--- src/rtl/clock_period_meter_if.sv ---
// Bundle carrying the measured divided clock and the resulting period/high-time report.
// The meter is the slave end; whoever supplies sig_in and consumes the report is the master.
interface clock_period_meter_if #(
   parameter int SIZE = 28
);
   logic            sig_in;
   logic [SIZE-1:0] period;
   logic [SIZE-1:0] high_time;
   logic            valid;
   logic            timeout;

   modport master (
      output sig_in,
      input  period,
      input  high_time,
      input  valid,
      input  timeout
   );

   modport slave (
      input  sig_in,
      output period,
      output high_time,
      output valid,
      output timeout
   );
endinterface

--- src/rtl/clock_period_meter.sv ---
// Measures period and high time of a slow divided clock sampled in the clk_in domain,
// reporting once per period, with a timeout for stopped or too-slow inputs.
module clock_period_meter #(
   parameter int          SIZE    = 28,
   parameter int unsigned TIMEOUT = 250_000_000
) (
   input logic                 clk_in,
   input logic                 rst,
   clock_period_meter_if.slave bus
);

   typedef enum logic [1:0] {
      IDLE,
      ARMED,
      MEASURE
   } state_t;

   localparam logic [SIZE-1:0] CNT_LAST = SIZE'(TIMEOUT - 1);

   state_t          state_reg;
   state_t          state_next;

   logic            s1;
   logic            s2;
   logic            s_prev;
   logic [1:0]      fill;
   logic            primed;
   logic            rise;
   logic            fall;

   logic [SIZE-1:0] cnt;
   logic [SIZE-1:0] hi_cap;
   logic [SIZE-1:0] period_reg;
   logic [SIZE-1:0] high_time_reg;
   logic            valid_reg;
   logic            timeout_reg;

   logic            start;
   logic            report;
   logic            expire;
   logic            capture;

   assign rise   = s2 & ~s_prev;
   assign fall   = ~s2 & s_prev;
   // s2 only reflects a real sample two edges after reset; before that its
   // zero is an artefact, and trusting it would arm on an input already high.
   assign primed = fill[1];

   always_ff @(posedge clk_in) begin
      if (rst) begin
         state_reg <= IDLE;
      end else begin
         state_reg <= state_next;
      end
   end

   always_comb begin
      state_next = state_reg;
      start      = 1'b0;
      report     = 1'b0;
      expire     = 1'b0;
      capture    = 1'b0;
      case (state_reg)
         IDLE: begin
            if (primed && !s2) begin
               state_next = ARMED;
            end
         end
         ARMED: begin
            if (rise) begin
               state_next = MEASURE;
               start      = 1'b1;
            end
         end
         MEASURE: begin
            capture = fall;
            // A rise on the last counted cycle is still a measurement.
            if (rise) begin
               report = 1'b1;
            end else if (cnt == CNT_LAST) begin
               expire     = 1'b1;
               state_next = IDLE;
            end
         end
         default: begin
            state_next = IDLE;
         end
      endcase
   end

   always_ff @(posedge clk_in) begin
      if (rst) begin
         s1            <= 1'b0;
         s2            <= 1'b0;
         s_prev        <= 1'b0;
         fill          <= 2'b00;
         cnt           <= '0;
         hi_cap        <= '0;
         period_reg    <= '0;
         high_time_reg <= '0;
         valid_reg     <= 1'b0;
         timeout_reg   <= 1'b0;
      end else begin
         s1        <= bus.sig_in;
         s2        <= s1;
         s_prev    <= s2;
         fill      <= {fill[0], 1'b1};
         valid_reg <= 1'b0;

         if (start || report || expire) begin
            cnt <= '0;
         end else if (state_reg == MEASURE) begin
            cnt <= cnt + SIZE'(1);
         end

         if (capture) begin
            hi_cap <= cnt + SIZE'(1);
         end

         if (report) begin
            period_reg    <= cnt + SIZE'(1);
            high_time_reg <= hi_cap;
            valid_reg     <= 1'b1;
            timeout_reg   <= 1'b0;
         end else if (expire) begin
            timeout_reg <= 1'b1;
         end
      end
   end

   assign bus.period    = period_reg;
   assign bus.high_time = high_time_reg;
   assign bus.valid     = valid_reg;
   assign bus.timeout   = timeout_reg;

endmodule

--- src/flat_wrapper.sv ---
// flat-port wrapper written by rule: the top's interface ports become plain ports
module clock_period_meter_flat 
#(
   parameter int          SIZE    = 28,
   parameter int unsigned TIMEOUT = 250_000_000
)
  (clk_in, rst, bus_sig_in, bus_period, bus_high_time, bus_valid, bus_timeout);
  clock_period_meter_if #(.SIZE(SIZE)) bus_i ();
  input logic clk_in;
  input logic rst;
  input wire logic [$bits(bus_i.sig_in)-1:0] bus_sig_in;
  output wire logic [$bits(bus_i.period)-1:0] bus_period;
  output wire logic [$bits(bus_i.high_time)-1:0] bus_high_time;
  output wire logic [$bits(bus_i.valid)-1:0] bus_valid;
  output wire logic [$bits(bus_i.timeout)-1:0] bus_timeout;
  assign bus_i.sig_in = bus_sig_in;
  assign bus_period = bus_i.period;
  assign bus_high_time = bus_i.high_time;
  assign bus_valid = bus_i.valid;
  assign bus_timeout = bus_i.timeout;
  clock_period_meter #(.SIZE(SIZE), .TIMEOUT(TIMEOUT)) u_core (.clk_in(clk_in), .rst(rst), .bus(bus_i));
endmodule
--- config.mk ---
export PLATFORM = sky130hd
export DESIGN_NAME = clock_period_meter_flat
export DESIGN_NICKNAME = d
export VERILOG_FILES = /design/src/rtl/clock_period_meter_if.sv /design/src/rtl/clock_period_meter.sv /design/src/flat_wrapper.sv
export SDC_FILE = /design/constraint.sdc
export NUM_CORES = 1
export LEC_CHECK = 0
export ABC_CLOCK_PERIOD_IN_PS = 5400
export BUFFER_PORTS_ARGS = -buffer_cell sky130_fd_sc_hd__clkbuf_2
export CAP_MARGIN = 20
export CORE_ASPECT_RATIO = 0.8
export CORE_MARGIN = 3
export CORE_UTILIZATION = 50
export CTS_CLUSTER_SIZE = 20
export DETAILED_ROUTE_END_ITERATION = 12
export GPL_ROUTABILITY_DRIVEN = 0
export HOLD_SLACK_MARGIN = 0.08
export PLACE_DENSITY = 0.81
export SLEW_MARGIN = 40
export SYNTH_ARGS = -nofsm -noshare
export SYNTH_HDL_FRONTEND = slang
export SYNTH_SLANG_ARGS = --single-unit
export TNS_END_PERCENT = 50
--- constraint.sdc ---
create_clock -name clk_in -period 5.4 [get_ports clk_in]
set_input_delay 0 -clock clk_in [delete_from_list [all_inputs] [get_ports clk_in]]
set_output_delay 0 -clock clk_in [all_outputs]
set_load 0.01 [all_outputs]
### Yosys cells after proc, flatten, opt, wreduce, memory -nomap -nowiden

Index checks and enable logic that the tools add are counted.

* eq/ne operators: 7
* muxes and demuxes: 14
* bitwise gates (word level): 4
* $add $sub $neg: 1
* reduce and logical (&&, ||, !) cells: 8

Operators by type and width (number)
* 28-bit by 1-bit adder with 28-bit output, second input constant: 1
* 28-bit equality test, second input constant: 1
* 1-bit two-way mux: 9
* 2-bit two-way mux: 4
* 2-bit by 1-bit inequality test with 1-bit output, second input constant: 3
* 2-bit case mux with 3 select lines: 1
* 4-bit AND reduction: 1
* 2-bit OR reduction: 2
* 1-bit bitwise AND: 2
* 2-bit by 1-bit equality test with 1-bit output, second input constant: 1
* 2-bit equality test, second input constant: 1
* 2-bit logical NOT: 1
* 1-bit logical OR: 2
* 2-bit inequality test, second input constant: 1
* 1-bit inverter: 2
* 1-bit logical AND: 1
* 1-bit logical NOT: 1

* register bits: 121
* output and inout port bits: 58
* word-level logic and storage cells: 46
* bits of input ports: 3

### Logic depth before layout (Yosys ltp)

Gate-level depths: netlist (run 1).

* depth after elaboration: 7
* mapped depth: 8
* depth with buffers taken out: 6

### Least setup slack after synthesis (run 1)

OpenSTA, ideal clock, no wires.

* path kind: register to register
* start point: register u_core.cnt[0]
* end point: register u_core.cnt[12]
* cell stages (with the launch flop): 9
* clock period less this slack: 2075 ps
* arrival time: 1943 ps
* setup time: 132 ps
* path buffers: 2
* required time: 5268 ps
* path slack: 3325 ps
* path through: dfxtp_1 ha_1 and3_1 buf_2 nand3_1 or4_1 buf_2 a22oi_1 a21oi_1

* cells in the longest elaborated chain, start to end: 6
* elaborated cells on any way between the ends: 7
* classes of those cells: add/sub: 1; eq/ne: 1; mux: 3; reduce/logical: 2

Ends and longest elaborated chain
* from (decl): RTL line clock_period_meter.sv:31 `logic [SIZE-1:0] cnt;`
* from (signal assigned): RTL line clock_period_meter.sv:113 `cnt <= cnt + SIZE'(1);`
* parallel branches: the longest is 6 deep, another holds 28-bit by 1-bit adder with 28-bit output

Parallel ways; which one is timed is not known.
A chain may end at the register's enable or synchronous reset.

### Final worst setup path (run 1)

* start point: register u_core.cnt[0]
* end point: register u_core.state_reg[1]

* cells in the longest elaborated chain, start to end: 3

Ends and longest elaborated chain
* 28-bit equality test: RTL line clock_period_meter.sv:80 `end else if (cnt == CNT_LAST) begin`
* 2-bit by 1-bit inequality test with 1-bit output (no line)
* 4-bit AND reduction (no line)
* to (signal assigned): RTL line clock_period_meter.sv:53 `state_reg <= state_next;`
* to (decl): RTL line clock_period_meter.sv:20 `state_t state_reg;`

Every way passes these cells.

==> out/results.tsv, run 1 <==
stage	metric	value	unit
flow_run	Max-cap violations	0	
route	DR WL met3	888	um
global_routing	vias in the first global route	4187	
worst_setup_path	reg2reg path depth	6	
yosys	Mapped Cells	597	
worst_setup_path	CP peak stage delay	820	ps
clocking	CTS Sinks	121	
finish	Syn-to-layout area delta	19.1	%
die	Rows	32	
worst_setup_path	critical path class	flop to flop	
timing	RSZ-0062 raised after global routing	false	
worst_setup_path	critical path endpoint	u_core.state_reg[1]	
global_routing	largest net degree at the start of global routing	67	
die	# IOs	61	
global_routing	first-pass GRT wire length	20700	um
route	routed length per placed instance	16.3	um
clocking	Worst-path clk slew	60	ps
yosys	Main synth FF type	dfxtp_1	
timing	Hold Worst Slack	196	ps
route	wire length on met1	5500	um
timing	clk_skew	6.67	ps
worst_setup_path	startpoint types	flop	
worst_setup_path	number of cells on the critical path	6	
worst_setup_path	worst setup path startpoint	u_core.cnt[0]	
route	Vias/cell	5.83	
timing	Final setup viols	0	
worst_setup_path	R2R Setup Slk	2860	ps
yosys	sequential share of the synthesized area	48.0	%
yosys	synthesized cell area	5040	um2
placement	post-DP HPWL	8180	um
yosys	EDFF count, synth	0	
worst_setup_path	reg2reg start	u_core.cnt[0]	
clocking	H-tree depth	4	
clocking	TritonCTS Buffers	17	
worst_setup_path	delay-heaviest family, CP	simple AND/OR/NAND/NOR gates	
worst_setup_path	slowest library cell on the worst path	nor4_1	
route	met2 routed WL	6100	um
timing	Slew Limit Fails	0	
die	die area	11300	um2
clocking	post-CTS sizing	0	
yosys	Seq cells post-synth	121	
global_routing	GRT overflow	0	
worst_setup_path	Critical Path RT	5660	ps
timing	relative slew slack	38.9	%
timing	FMAX	0.393	GHz
clocking	CTS max path bufs	2	
global_routing	GRT Overall Usage	22.5	%
yosys	YS warnings	0	
timing	post-route setup TNS	0	ps
yosys	Distinct cells, synth	50	
timing	minimum clock period	2540	ps
route	starting DRC count in detailed routing	378	
global_routing	initial antenna violation count	0	
power_and_ir_drop	P per Cell Area	363	nW/um2
finish	layout cell share with drive strength beyond 1	17.2	%
power_and_ir_drop	Leak Pwr	2.13	nW
worst_setup_path	largest fanout on the critical path	10	
worst_setup_path	RR Endpoint	u_core.state_reg[1]	
die	Die Span Y	95.8	um
worst_setup_path	Critical path buffers and inverters	0	
route	vias	4526	
route	number of remaining DRC errors	0	
timing	worst slew pin tran	908	ps
die	Initial Util	51.8	%
run_status	status	finished clean	
yosys	Post-synth ARST share	0	%
route	final wirelength	12600	um
clocking	CTS tree	yes	
clocking	Setup Buffers After CTS	0	
clocking	worst skew pair latency	410	ps
worst_setup_path	CP cell instances	ha_1, nand3_1, nor4_1, nand2_2, nand2_1, a21oi_1	
yosys	post-synthesis net count	601	
worst_setup_path	critical path arrival	2800	ps
route	Highest Signal Layer	met4	
die	Placeable Area	9730	um2
clocking	cell at the root of the clock tree	clkbuf_16	
die	Die Wd	118	um
finish	fin nets	631	
placement	count of input and output buffers	60	
route	drt first pass iters	5	
worst_setup_path	Setup crit end kind	flop	
finish	Ant. Diodes	0	
power_and_ir_drop	Worst VDD drop	229	uV
timing	Final Hold Vio Count	0	
yosys	Mean Syn Cell Area	8.45	um2
route	Routed Antenna Nets	0	
timing	Final Cycle Share	47.1	%
worst_hold_path	Hold Path Class	input port to flop	
-- what timing repair did --
action                                 in CTS  in global routing
endpoints found under the hold margin       1                  0
hold buffers                                1                  0
setup endpoints to repair                   0                  0
-- layer usage --
layer	global-route usage (%)	vias up
met1	28.5	2141
met5	0	-
met4	9.07	0
li1	-	2173
met3	5.82	22
met2	37.1	190
-- layout make-up --
| class | count | area (um2) |
|---|---|---|
| Clock buffer | 18 | 439 |
| Inverter | 4 | 15.0 |
| Multi-Input combinational cell | 416 | 2380 |
| Fill cell | 794 | 3720 |
| Timing Repair Buffer | 67 | 355 |
| Sequential cell | 121 | 2420 |
| Tap cell | 136 | 170 |
| Clock inverter | 14 | 220 |
-- cells in the mapped netlist, drive strengths merged, types with 2 or more instances --
cell     count  area, um2
a211oi      26        195
a21oi       77        389
a311oi       5       43.8
a31oi        3       18.8
a32o         4       40.0
and2         2       15.0
and3         7       43.8
and4         3       26.3
buf         19        110
clkbuf      37        139
dfxtp      121       2420
inv          4       15.0
mux2i        3       30.0
nand2       89        337
nand2b       3       18.8
nand3       13       65.1
nand4       14        103
nand4b       3       26.3
nor2        44        168
nor2b        8       50.1
nor3        14       70.1
nor3b        2       15.0
nor4         5       46.3
o21ai       34        170
o22ai        2       12.5
o2bb2ai      9       78.8
or3          5       31.3
or4          3       22.5
or4b         2       23.8
xnor2       13        114
xor2        15        131
-- through the flow --
step	total power [mW]	area, um2	util [%]	cells	setup WS, ps
after CTS	2.18	6000	61.6	776	2960
after detailed placement	0.947	5330	54.8	743	2980
after global routing	2.23	6000	61.7	776	2740
final	2.18	6000	61.7	776	2860
after global placement	0.946	5320	54.7	743	3050
after floorplan	0.939	5040	-	597	3320
-- worst min path at each step --
stage / startpoint / endpoint / slack (ps) / cells after the start
global placement: bus_sig_in / u_core.s1 / 220 / 2
detailed placement: bus_sig_in / u_core.s1 / 230 / 2
floorplan: bus_sig_in / u_core.s1 / 130 / 1
global route: rst / u_core.hi_cap[1] / 220 / 3
CTS: rst / u_core.hi_cap[1] / 190 / 3
finish: rst / u_core.s_prev / 200 / 3
-- cell families (layout without fill, tap and decap cells) --
| kind of cell | after synthesis | in the layout | share of synthesized area, % |
|---|---|---|---|
| compound gates | 163 | 163 | 19.3 |
| xor+xnor | 28 | 28 | 4.86 |
| fa+ha+maj | 1 | 1 | 0.248 |
| buf+inv | 60 | 103 | 5.23 |
| flops | 121 | 121 | 48.0 |
| mux | 3 | 3 | 0.595 |
| simple gates | 221 | 221 | 21.8 |
-- worst min-delay path: stages --
cell	delay [ps]
clkbuf_2	80
buf_4	310
nor2b_1	170
-- layout by cell type, fill, tap and decap left out, types with 2 or more instances in the layout --
master / n
a211oi_1: 26
a21oi_1: 76
a311oi_1: 5
a31oi_1: 3
a32o_1: 4
and3_1: 7
and4_1: 3
buf_4: 6
bufinv_16: 5
clkbuf_16: 17
clkbuf_2: 60
clkinv_4: 2
clkinvlp_4: 4
dfxtp_1: 121
inv_1: 4
inv_6: 2
mux2i_1: 3
nand2_1: 86
nand2_2: 3
nand2b_1: 3
nand3_1: 13
nand4_1: 13
nand4b_1: 3
nor2_1: 42
nor2b_1: 8
nor3_1: 14
nor4_1: 4
o21ai_0: 27
o21ai_1: 7
o22ai_1: 2
o2bb2ai_1: 9
or3_1: 5
or4_1: 3
xnor2_1: 13
xor2_1: 15
-- power by group --
group          total, mW  leakage [nW]  internal [mW]  switching [mW]
Sequential         0.899         0.976          0.896         0.00211
Combinational     0.0305         0.844        0.00701          0.0235
Clock               1.25         0.309          0.834           0.417
Note: power is estimated with default switching activity, not from simulation.
==> run 2, diff against run 1 <==
ABC_AREA = 1   (was unset)
ABC_CLOCK_PERIOD_IN_PS = 2600   (was 5400)
clock period = 2.6 ns   (was 5.4 ns; I/O delays follow)
==> run 2 against run 1 <==
Critical path depth stayed put. Register-to-register slack worse by 2300 ps. Count of clock-buffer cells in the layout stayed put. First-iteration DRC count is 42% higher. Via count is 13% higher. Combinational power grew to 2.6 times the previous value. Die area is 3.8% higher. Critical path type unchanged. Critical endpoint is now u_core.cnt[0].
==> out/results.tsv, run 2 <==
stage	metric	value	unit
timing	minimum clock period	2030	ps
worst_setup_path	critical path class	flop to flop	
power_and_ir_drop	Worst VDD drop	446	uV
finish	post-route cell area	6270	um2
worst_setup_path	critical path arrival	2300	ps
global_routing	most used routing layer	met2	
global_routing	largest net degree at the start of global routing	67	
timing	RSZ-0062 raised after global routing	false	
yosys	Mean Syn Cell Area	7.08	um2
yosys	sequential share of the synthesized area	46.2	%
worst_setup_path	Setup crit end kind	flop	
yosys	Mapped Cells	741	
clocking	Setup Buffers After CTS	0	
flow_run	Max-cap violations	0	
clocking	Worst-path clk slew	60	ps
power_and_ir_drop	clock group share of total power	55.8	%
route	final wirelength	14600	um
power_and_ir_drop	Power, Total	4.41	mW
timing	relative slew slack	54.7	%
die	Initial Util	52.8	%
clocking	H-tree depth	4	
timing	clk_skew	7.36	ps
worst_setup_path	worst setup path startpoint	u_core.cnt[1]	
worst_setup_path	Critical Path RT	2870	ps
clocking	CTS tree	yes	
timing	Slew Limit Fails	0	
placement	count of input and output buffers	60	
global_routing	GRT Overall Usage	25.6	%
yosys	Seq cells post-synth	121	
timing	Final Hold Vio Count	0	
finish	most frequent cells in the layout	nand2_1, dfxtp_1, inv_1, nand3_1, nor2_1	
yosys	Yosys top cell by area	dfxtp_1	
global_routing	GRT overflow	0	
power_and_ir_drop	logic gate share of total power	1.8	%
power_and_ir_drop	Psw	974	uW
route	vias	5107	
power_and_ir_drop	register share of total power	42.4	%
global_routing	first-pass GRT wire length	23900	um
die	# IOs	61	
global_routing	vias in the first global route	4799	
yosys	top area cells in the synthesized netlist	dfxtp_1, nand2_1, nand3_1	
yosys	Main synth FF type	dfxtp_1	
timing	post-route setup TNS	0	ps
yosys	post-synthesis net count	745	
clocking	CTS Hold Bufs	2	
power_and_ir_drop	P per Cell Area	703	nW/um2
finish	Syn-to-layout area delta	19.6	%
clocking	worst skew pair latency	410	ps
yosys	YS warnings	0	
timing	worst slew pin tran	679	ps
power_and_ir_drop	Leak Pwr	2.74	nW
yosys	Distinct cells, synth	34	
yosys	share of the synthesized area in the top cell type	46.2	%
power_and_ir_drop	switching share of power	22.1	%
yosys	synthesized cell area	5250	um2
clocking	CTS max path bufs	2	
finish	fin nets	800	
clocking	post-CTS sizing	0	
worst_hold_path	Hold Path Class	input port to flop	
placement	post-DP HPWL	10200	um
worst_setup_path	largest fanout on the critical path	23	
worst_setup_path	startpoint types	flop	
die	Die Span Y	97.6	um
route	number of remaining DRC errors	0	
route	drt first pass iters	7	
finish	Layout fillers	840	
timing	FMAX	0.493	GHz
die	die area	11800	um2
clocking	cell at the root of the clock tree	clkbuf_16	
finish	Ant. Diodes	0	
run_status	status	finished clean	
timing	Final Cycle Share	77.9	%
route	Vias/cell	5.40	
route	starting DRC count in detailed routing	535	
clocking	TritonCTS Buffers	17	
timing	Final setup viols	0	
yosys	Post-synth ARST share	0	%
yosys	most frequent cells after synthesis	nand2_1, dfxtp_1, inv_1	
power_and_ir_drop	internal power	3.44	mW
clocking	CTS Sinks	121	
yosys	most frequent cell after synthesis	nand2_1	
finish	layout cell share with drive strength beyond 1	16.2	%
global_routing	met2 GRT Util	41.3	%
route	routed length per placed instance	15.5	um
global_routing	GR Util met1	33.5	%
finish	commonest non-fill, non-tap cell in the layout	nand2_1	
global_routing	met3 usage	6.40	%
die	Rows	32	
route	Routed Antenna Nets	0	
worst_setup_path	reg2reg start	u_core.cnt[1]	
global_routing	initial antenna violation count	0	
yosys	EDFF count, synth	0	
die	Die Wd	121	um
worst_hold_path	startpoint of the worst hold path	bus_sig_in	
die	Placeable Area	9930	um2
placement	Placed Area	5630	um2
## run 2: kinds of logic after synthesis
kind of cell | count (synthesis) | synth area share (%)
fa+ha+maj | 1 | 0.238
xor+xnor | 12 | 2.15
flops | 121 | 46.2
simple gates | 382 | 32.1
compound gates | 106 | 10.5
buf+inv | 119 | 8.87
## run 2: area by class of cell
type / instances / area, um2 / area share [%]
clock buffers: 18 / 439 / 7.00
clock inverters: 14 / 185 / 2.95
inverters: 85 / 319 / 5.08
multi-input cells: 501 / 2360 / 37.6
flip-flops and latches: 121 / 2420 / 38.6
well taps: 136 / 170 / 2.71
repair buffers: 70 / 380 / 6.06
## run 2: through the flow
stage,hold WS (ps),instances,util [%],worst slack [ps]
after floorplan,107,741,-,1050
after global placement,222,911,56.7,806
after detailed placement,231,911,56.7,678
after CTS,365,945,63.2,621
after global routing,393,945,63.2,463
final,379,945,63.2,574
## run 2: worst max-delay path: stages (launching register included)
cell     delay [ps]
dfxtp_1         390
ha_1            300
nand3_4         160
nor3_2          290
nand3_2         200
nand2_2         440
a21oi_1         110
## run 2: power groups by stage
stage | Sequential (mW) | Combinational [mW] | Clock (mW)
floorplan | 1.91 | 0.0556 | 0
global route | 1.87 | 0.0852 | 2.57
finish | 1.87 | 0.0785 | 2.46
global placement | 1.91 | 0.0704 | 0
CTS | 1.87 | 0.0771 | 2.47
detailed placement | 1.91 | 0.0740 | 0
## run 2: layer usage
metal / share of wire, % / wire (um)
met5: 0 / 0
met4: 2.5 / 366
met3: 9.4 / 1370
met2: 46 / 6680
met1: 42 / 6220
## run 2: final timing paths
check / endpoint / slack (ps) / depth (start not counted)
max: u_core.cnt[0] / 570 / 6
min: u_core.s1 / 380 / 4
max reg2reg: u_core.cnt[0] / 570 / 6
min reg2reg: u_core.fill[1] / 400 / 2
==> run 3, diff against run 2 <==
ABC_AREA = 0   (was 1)
ABC_CLOCK_PERIOD_IN_PS = 1730   (was 2600)
PLACE_DENSITY = 0.84   (was 0.81)
clock period = 1.73 ns   (was 2.6 ns; I/O delays follow)
==> run 3 against run 2 <==
The run now ends with negative setup slack left. Register-to-register slack got worse by 860 ps. Worst setup slack got worse by 860 ps. Global-route usage increased by 1.5 points. Combinational power increased by 54%. Clock skew increased by 1.3 ps. Critical endpoint is now u_core.cnt[23]. Power increased by 47%.
==> out/results.tsv, run 3 (same netlist as run 1, synthesis figures left out) <==
stage	metric	value	unit
run_status	status	finished, violations left	
run_status	violated checks	negative setup slack	
finish	post-route cell area	7140	um2
route	number of remaining DRC errors	0	
worst_setup_path	reg2reg path depth	7	
power_and_ir_drop	Leak Pwr	2.70	nW
worst_setup_path	CP cell instances	buf_6, and4_4, nand4_4, nor4_2, buf_4, a21oi_2, a311oi_1	
clocking	CTS max path bufs	2	
worst_hold_path	depth of the worst hold-timing path	3	
worst_setup_path	slowest library cell on the worst path	nor4_2	
die	Rows	32	
die	Die Span Y	95.8	um
timing	post-route setup TNS	-5580	ps
die	die area	11300	um2
timing	Hold Worst Slack	380	ps
global_routing	GRT overflow	0	
clocking	CTS Sinks	121	
timing	clk_skew	8.64	ps
timing	relative slew slack	52.8	%
power_and_ir_drop	P per Cell Area	911	nW/um2
finish	commonest non-fill, non-tap cell in the layout	dfxtp_1	
die	Die Wd	118	um
global_routing	first-pass GRT wire length	24400	um
route	final wirelength	17100	um
timing	FMAX	0.495	GHz
route	drt first pass iters	6	
die	Initial Util	51.8	%
timing	Final setup viols	48	
finish	most frequent cells in the layout	dfxtp_1, nand2_1, buf_4	
power_and_ir_drop	register share of total power	43.0	%
timing	RSZ-0062 raised after global routing	true	
worst_setup_path	R2R Setup Slk	-290	ps
route	Vias/cell	6.14	
timing	Final Worst Setup Slack	-291	ps
clocking	worst skew pair latency	420	ps
worst_setup_path	Critical Path RT	2040	ps
worst_setup_path	CP peak stage delay	470	ps
route	DR WL met3	1570	um
die	# IOs	61	
worst_setup_path	largest fanout on the critical path	5	
route	Routed Antenna Nets	0	
die	Placeable Area	9730	um2
worst_setup_path	critical path class	flop to flop	
timing	Final Cycle Share	117	%
global_routing	vias in the first global route	4869	
worst_setup_path	Setup crit end kind	flop	
power_and_ir_drop	switching share of power	21.9	%
power_and_ir_drop	logic gate share of total power	1.9	%
finish	fin nets	715	
timing	minimum clock period	2020	ps
worst_setup_path	startpoint types	flop	
worst_setup_path	reg2reg start	u_core.cnt[0]	
power_and_ir_drop	Worst VDD drop	809	uV
power_and_ir_drop	clock group share of total power	55.1	%
route	routed length per placed instance	19.9	um
global_routing	initial antenna violation count	0	
worst_hold_path	startpoint of the worst hold path	bus_sig_in	
clocking	cell at the root of the clock tree	clkbuf_16	
global_routing	largest net degree at the start of global routing	66	
timing	Slew Limit Fails	0	
power_and_ir_drop	internal power	5.08	mW
worst_hold_path	Hold Path Class	input port to flop	
clocking	H-tree depth	4	
global_routing	GRT Overall Usage	27.2	%
finish	Ant. Diodes	0	
clocking	CTS tree	yes	
route	Highest Signal Layer	met4	
worst_setup_path	Critical path buffers and inverters	2	
placement	post-DP HPWL	9520	um
clocking	Worst-path clk slew	60	ps
placement	count of input and output buffers	60	
flow_run	Max-cap violations	0	
route	met2 routed WL	8290	um
worst_hold_path	Hold Path Sink	u_core.s1	
placement	Placed Area	5950	um2
timing	worst slew pin tran	707	ps
route	wire length on met1	6480	um
route	starting DRC count in detailed routing	595	
timing	Final Hold Vio Count	0	
placement	worst slack at placement	-238	ps
finish	layout cell share with drive strength beyond 1	38.1	%
finish	Syn-to-layout area delta	41.5	%
worst_setup_path	critical path arrival	2330	ps
power_and_ir_drop	Psw	1.42	mW
worst_setup_path	delay-heaviest family, CP	simple AND/OR/NAND/NOR gates	
clocking	TritonCTS Buffers	17	
route	vias	5280	
worst_setup_path	RR Endpoint	u_core.cnt[23]	
[run 3: cell types whose count changed in the layout (fill, tap and decap cells not counted), moves of 36 or more]
cell	previous run	this run
inv_1	77	4
buf_4	8	68
nand2_1	197	87
nand3_1	77	10
nor2_1	75	39
[run 3: power by group through the flow]
stage / Sequential, mW / Clock (mW) / Combinational, mW
after detailed placement: 2.86 / 0 / 0.103
after global placement: 2.86 / 0 / 0.101
after floorplan: 2.86 / 0 / 0.0664
after global routing: 2.80 / 3.72 / 0.128
after CTS: 2.80 / 3.59 / 0.109
final: 2.80 / 3.58 / 0.121
[run 3: per-layer routing]
layer | vias up | global-route usage [%]
met1 | 2502 | 33.1
met3 | 97 | 7.34
met2 | 353 | 45.2
li1 | 2328 | -
met5 | - | 0
met4 | 0 | 13.4
[run 3: timing repair]
action / 4_1_cts / 5_1_grt
endpoints found under the hold margin: 2 / 0
setup buffers: 5 / 8
gates resized for setup: 52 / 58
setup endpoints to repair: 62 / 68
pin swaps: 16 / 26
hold buffers: 2 / 0
[run 3: how the worst max path moves through the flow]
| stage | slack, ps | cells after the start | to | from |
|---|---|---|---|---|
| finish | -290 | 7 | u_core.cnt[23] | u_core.cnt[0] |
| global placement | -160 | 5 | u_core.cnt[24] | u_core.cnt[7] |
| detailed placement | -240 | 5 | u_core.cnt[20] | u_core.cnt[6] |
| floorplan | -90 | 7 | u_core.cnt[0] | u_core.cnt[16] |
| CTS | -170 | 6 | u_core.cnt[11] | u_core.cnt[8] |
| global route | -320 | 7 | u_core.cnt[23] | u_core.cnt[1] |
[run 3: metrics by stage]
step	std cells	util [%]	power, mW
after CTS	852	69.9	6.50
final	860	73.4	6.50
after detailed placement	813	61.2	2.97
after global placement	813	61.2	2.96
after floorplan	597	-	2.93
after global routing	860	73.4	6.64
[run 3: worst register-to-register path, stage by stage, from the launching register on]
cell and delay [ps]:
dfxtp_4 360, buf_6 90, and4_4 250, nand4_4 170
nor4_2 470, buf_4 210, a21oi_2 60, a311oi_1 310
[run 3: final cells by class]
type                       count  area [um2]
timing repair buffer         151        1110
multi-input combinational    416        2780
clock buffer                  19         464
sequential                   121        2460
fill                         628        2590
tap                          136         170
clock inverter                13         139
inverter                       4        15.0
